$ cat config.mk
export PLATFORM = sky130hd
export DESIGN_NAME = memory_port_arbiter
export DESIGN_NICKNAME = d
export VERILOG_FILES = /design/src/rtl/memory_port_arbiter_pkg.sv /design/src/rtl/memory_arbiter_timeout.sv /design/src/rtl/memory_port_arbiter.sv
export SDC_FILE = /design/constraint.sdc
export NUM_CORES = 1
export LEC_CHECK = 0
export CAP_MARGIN = 40
export CORE_AREA = 5 5 107 109
export CTS_BUF_LIST = sky130_fd_sc_hd__clkbuf_4 sky130_fd_sc_hd__clkbuf_8 sky130_fd_sc_hd__clkbuf_16
export DETAILED_ROUTE_END_ITERATION = 16
export DIE_AREA = 0 0 112 114
export SLEW_MARGIN = 10
export SYNTH_ARGS = -nofsm -noshare
export SYNTH_HDL_FRONTEND = slang
export SYNTH_HIERARCHICAL = 1
export SYNTH_SLANG_ARGS = --single-unit
$ cat constraint.sdc
create_clock -name clk -period 3.3 [get_ports clk]
set_clock_uncertainty 0.05 [all_clocks]
set_input_delay 0.825 -clock clk [delete_from_list [all_inputs] [get_ports clk]]
set_output_delay 0.825 -clock clk [all_outputs]
set_load 0.05 [all_outputs]
$ cat src/rtl/memory_port_arbiter_pkg.sv
// Shared definitions for the two-requester memory port arbiter:
// state encodings, grant ids and the idle read-data value.
package memory_arbiter_defs;

  typedef enum logic [1:0] {
    IDLE    = 2'd0,
    GRANT_A = 2'd1,
    GRANT_B = 2'd2
  } arbState_t;

  localparam logic        GRANT_ID_A   = 1'b0;
  localparam logic        GRANT_ID_B   = 1'b1;
  localparam logic [31:0] READ_DEFAULT = 32'hFFFF_FFFF;

endpackage

$ cat src/rtl/memory_arbiter_timeout.sv
// Grant watchdog: counts granted cycles without completion and flags
// when the count reaches TIMEOUT_CYCLES. Only used with MEMORY_ARBITER_TIMEOUT_EN.
module memory_arbiter_timeout #(
  parameter int TIMEOUT_CYCLES = 255
) (
  input  logic clk,
  input  logic rst,
  input  logic start,    // entering a grant state this cycle
  input  logic advance,  // granted and not completing this cycle
  output logic expired
);

  logic [15:0] count;

  // Cleared on every new grant, advanced on each stalled granted cycle
  always_ff @(posedge clk or posedge rst) begin
    if (rst)          count <= '0;
    else if (start)   count <= '0;
    else if (advance) count <= count + 16'd1;
  end

  assign expired = (count == 16'(TIMEOUT_CYCLES));

endmodule

$ cat src/rtl/memory_port_arbiter.sv
// Round-robin arbiter sharing one memory port between requesters A and B.
// Grant is registered; mem* outputs are muxed combinationally from it.
// Optional grant timeout enabled by defining MEMORY_ARBITER_TIMEOUT_EN.
module memory_port_arbiter
  import memory_arbiter_defs::*;
#(
  parameter int ADDRESS_WIDTH  = 24,
  parameter int TIMEOUT_CYCLES = 255
) (
  input  logic                     clk,
  input  logic                     rst,
  input  logic [ADDRESS_WIDTH-1:0] reqAAddress,
  input  logic [3:0]               reqAByteSelect,
  input  logic                     reqAEnable,
  input  logic                     reqAWriteEnable,
  input  logic [31:0]              reqADataWrite,
  output logic [31:0]              reqADataRead,
  output logic                     reqABusy,
  input  logic [ADDRESS_WIDTH-1:0] reqBAddress,
  input  logic [3:0]               reqBByteSelect,
  input  logic                     reqBEnable,
  input  logic                     reqBWriteEnable,
  input  logic [31:0]              reqBDataWrite,
  output logic [31:0]              reqBDataRead,
  output logic                     reqBBusy,
  output logic [ADDRESS_WIDTH-1:0] memAddress,
  output logic [3:0]               memByteSelect,
  output logic                     memEnable,
  output logic                     memWriteEnable,
  output logic [31:0]              memDataWrite,
  input  logic [31:0]              memDataRead,
  input  logic                     memBusy,
  output logic                     arbError
);

  arbState_t state, stateNext;
  logic      lastGrant, lastGrantNext;
  logic      grantA, grantB, doneA, doneB;
  logic      expired, timeoutA, timeoutB;

  assign grantA = (state == GRANT_A);
  assign grantB = (state == GRANT_B);
  assign doneA  = grantA && reqAEnable && !memBusy;
  assign doneB  = grantB && reqBEnable && !memBusy;

`ifdef MEMORY_ARBITER_TIMEOUT_EN
  logic timerStart;
  assign timerStart = (stateNext != IDLE) && (stateNext != state);

  memory_arbiter_timeout #(.TIMEOUT_CYCLES(TIMEOUT_CYCLES)) u_timeout (
    .clk     (clk),
    .rst     (rst),
    .start   (timerStart),
    .advance ((grantA || grantB) && !(doneA || doneB)),
    .expired (expired)
  );
  assign arbError = timeoutA || timeoutB;
`else
  assign expired  = 1'b0;
  assign arbError = 1'b0;
`endif

  // A timeout only counts while the requester is still asking and memory stalls
  assign timeoutA = grantA && reqAEnable && memBusy && expired;
  assign timeoutB = grantB && reqBEnable && memBusy && expired;

  // Grant and round-robin history registers
  always_ff @(posedge clk or posedge rst) begin
    if (rst) begin
      state     <= IDLE;
      lastGrant <= GRANT_ID_B;
    end else begin
      state     <= stateNext;
      lastGrant <= lastGrantNext;
    end
  end

  // Arbitration: a finishing or aborting grant hands straight to a waiting peer
  always_comb begin
    stateNext     = state;
    lastGrantNext = lastGrant;
    case (state)
      IDLE: begin
        if (reqAEnable && reqBEnable)
          stateNext = (lastGrant == GRANT_ID_A) ? GRANT_B : GRANT_A;
        else if (reqAEnable) stateNext = GRANT_A;
        else if (reqBEnable) stateNext = GRANT_B;
      end
      GRANT_A: begin
        if (!reqAEnable) begin
          stateNext = reqBEnable ? GRANT_B : IDLE;  // abort, history untouched
        end else if (doneA || timeoutA) begin
          lastGrantNext = GRANT_ID_A;
          stateNext     = reqBEnable ? GRANT_B : IDLE;
        end
      end
      GRANT_B: begin
        if (!reqBEnable) begin
          stateNext = reqAEnable ? GRANT_A : IDLE;
        end else if (doneB || timeoutB) begin
          lastGrantNext = GRANT_ID_B;
          stateNext     = reqAEnable ? GRANT_A : IDLE;
        end
      end
      default: stateNext = IDLE;
    endcase
  end

  // Shared-port mux and requester status; IDLE drives the port to zero
  always_comb begin
    memAddress     = '0;
    memByteSelect  = '0;
    memEnable      = 1'b0;
    memWriteEnable = 1'b0;
    memDataWrite   = '0;
    if (grantA) begin
      memAddress     = reqAAddress;
      memByteSelect  = reqAByteSelect;
      memEnable      = reqAEnable;
      memWriteEnable = reqAWriteEnable;
      memDataWrite   = reqADataWrite;
    end else if (grantB) begin
      memAddress     = reqBAddress;
      memByteSelect  = reqBByteSelect;
      memEnable      = reqBEnable;
      memWriteEnable = reqBWriteEnable;
      memDataWrite   = reqBDataWrite;
    end
    reqABusy     = reqAEnable && !doneA && !timeoutA;
    reqBBusy     = reqBEnable && !doneB && !timeoutB;
    reqADataRead = (grantA && !timeoutA) ? memDataRead : READ_DEFAULT;
    reqBDataRead = (grantB && !timeoutB) ? memDataRead : READ_DEFAULT;
  end

endmodule

==> impl_metrics.tcl <==
set metrics [dict create \
    status "complete, no violations" \
    portBuffers 286 \
    crit_required_ns 2.42 \
    firstDrtPassIters 4 \
    synth-edff-count 0 \
    cts_setup_buffers 0 \
    wl_per_cell_um 17.3 \
    setup_viol 0 \
    synth_cells 174 \
    drive_gt1_share_pct 31.2 \
    dp_hpwl_um 8560 \
    first_iter_violations 118 \
    io_pins 288 \
    synth_area_um2 1280 \
    rsz0062_at_grt "false" \
    ctsResizeCount 0 \
    hold_violations 0 \
    overflow 0 \
    maxSlewViolCount 0 \
    wl_um 10100 \
    vdd_ir_drop_max_uv 363 \
    synth.net_count 333 \
    yosysSeqAreaShare_pct 5.96 \
    cts_buffers 3 \
    grt_max_degree 70 \
    period_share_pct 85.4 \
    dp.cells 582 \
    cp_data_arrival_time_ns 1.94 \
    worst_pin_slew_ns 0.557 \
    crit_type "in -> out" \
    holdPathStages 2 \
    p_seq_share_pct 2.3 \
    yosys_warnings 6 \
    cp-start-kind "primary input" \
    power.density_nw_per_um2 737 \
    end_kind "output port" \
    dieArea_um2 12800 \
    p_comb_share_pct 94.3 \
    swShare_pct 57.8 \
    cts_max_path_buffers 2 \
    vias 2391 \
    ys.flop_type "dfrtp_1" \
    synth_cell_types 26 \
    final_cell_count_no_fill 586 \
    power.leakage_uw 0.00187 \
    pwr-share-clk_pct 3.4 \
    antenna_found_initial 1 \
    postCtsHoldBufs 0 \
    ant_nets 0 \
    max_freq_ghz 0.355 \
    die_h_um 114 \
    clk_latency_ns 0.21 \
    power_switching_uw 1940 \
    die_x_um 112 \
    fin_crit_ns 2.82 \
    cts_tree "built" \
    drc 0 \
    syn_area_per_cell_um2 7.36 \
    track_usage_pct 14.1 \
    gp_congestion 0.795 \
    clock-sinks 3 \
    async_flop_share_pct 100 \
    grt_pass1_wl_um 14500 \
    critPathMaxFanout 4 \
    ff2ff_path_depth 3 \
    grt_pass1_vias 2372 \
    ctsHtreeMaxLevel 1 \
    antennaDiodeCount 0 \
    synth_seq_cells 3 \
    start_util_pct 12.2 \
    hold_class "reg -> reg" \
    cap_viol_max_count 0 \
    viasPerCell 4.08 \
    core_um2 10500 \
    root_buffer "clkbuf_8" \
    fin_nets 606 \
    cellInternalPower_uw 1420 \
    clkTransAtPathRegs_ns 0.03 \
    slew-limit-headroom_pct 62.8 \
    syn2layout_area_growth_pct 256 \
    rows 38 \
    tns_ns 0 \
]
[final cells by class]
| class | count | area, um2 |
|---|---|---|
| tap | 140 | 175 |
| sequential | 3 | 76.3 |
| timing repair buffer | 290 | 3190 |
| fill | 1022 | 5940 |
| multi-input combinational | 146 | 1070 |
| inverter | 3 | 11.3 |
| clock buffer | 4 | 48.8 |
[cell usage after synthesis, types with 2 or more instances]
cell / number / area (um2)
a21oi_1: 2 / 10.0
a22o_1: 61 / 534
buf_1: 2 / 7.51
buf_2: 8 / 40.0
buf_4: 8 / 60.1
clkbuf_1: 2 / 7.51
dfrtp_1: 2 / 50.1
inv_1: 3 / 11.3
nand2_1: 3 / 11.3
nand2b_1: 66 / 413
o21ai_0: 2 / 10.0
[worst max-delay path, stage by stage]
cell             delay, ns
clkdlybuf4s50_1       0.52
nand2_1               0.08
o21ai_0               0.33
buf_12                0.19
[metal layers]
layer	wire, um	track usage [%]	up-vias
met3	803	4.08	8
met5	7	0	-
met2	5380	25.5	110
met1	3850	16.9	1091
met4	83	1.84	2
li1	-	-	1180
[registers in the layout, indices dropped and copies added, names as in the netlist]
| register | count |
|---|---|
| lastGrant | 1 |
| state | 2 |
[power groups by stage]
stage          clock network (uW)  logic (uW)  registers, uW
2_1_floorplan                   0        1830           65.2
3_3_place_gp                    0        3190           77.2
3_5_place_dp                    0        3200           78.0
4_1_cts                       117        3200           77.9
5_1_grt                       118        3290           83.0
6_report                      114        3170           77.9
[logic make-up (layout without fill, tap and decap cells)]
logic type,Yosys count,in the layout,share of synthesized area (%)
muxes,1,1,0.781
other,1,1,0.293
AOI/OAI and AO/OA,70,70,46.3
DFF,3,3,5.96
buffers and inverters,25,297,11.1
and+or+nand+nor,74,74,35.5
[path summary, 6_finish.rpt]
kind | start | endpoint | slack [ns]
worst max-delay path | reqAEnable | memEnable | 0.48
worst min-delay path | lastGrant$_DFFE_PP1P_ | lastGrant$_DFFE_PP1P_ | 0.52
worst max register to register | state[0]$_DFFE_PP0P_ | state[0]$_DFFE_PP0P_ | 2.18
worst min register to register | lastGrant$_DFFE_PP1P_ | lastGrant$_DFFE_PP1P_ | 0.52
max in group asynchronous | rst | lastGrant$_DFFE_PP1P_ | 2.27
min in group asynchronous | rst | state[1]$_DFFE_PP0P_ | 0.72
[per-stage QoR]
stage | area (um2) | power (uW) | hold slack, ns | setup slack (ns) | utilization, %
final | 4570 | 3360 | 0.522 | 0.482 | 43.5
after global routing | 4570 | 3490 | 0.554 | 0.434 | 43.5
after CTS | 4570 | 3400 | 0.521 | 0.480 | 43.5
after detailed placement | 4520 | 3280 | 0.517 | 0.504 | 43.0
after global placement | 4520 | 3260 | 0.509 | 0.503 | 43.0
after floorplan | 1280 | 1900 | 0.477 | 0.459 | -
[cell usage in the layout, fill, tap and decap left out]
cell,instances
a21boi_0,1
nor2b_4,1
o21a_1,1
and2b_2,1
o31ai_1,1
buf_12,49
o311ai_0,1
nand3_1,1
clkbuf_4,1
nor2b_1,1
inv_1,3
nand2_1,3
mux2i_1,1
o21ai_0,2
dfstp_2,1
a22o_1,61
buf_4,83
a21boi_1,1
nand2b_1,66
clkbuf_8,3
conb_1,1
clkdlybuf4s50_1,158
dfrtp_1,2
a21oi_1,2
nor2_1,1
Power figures use the tool's default switching activity.
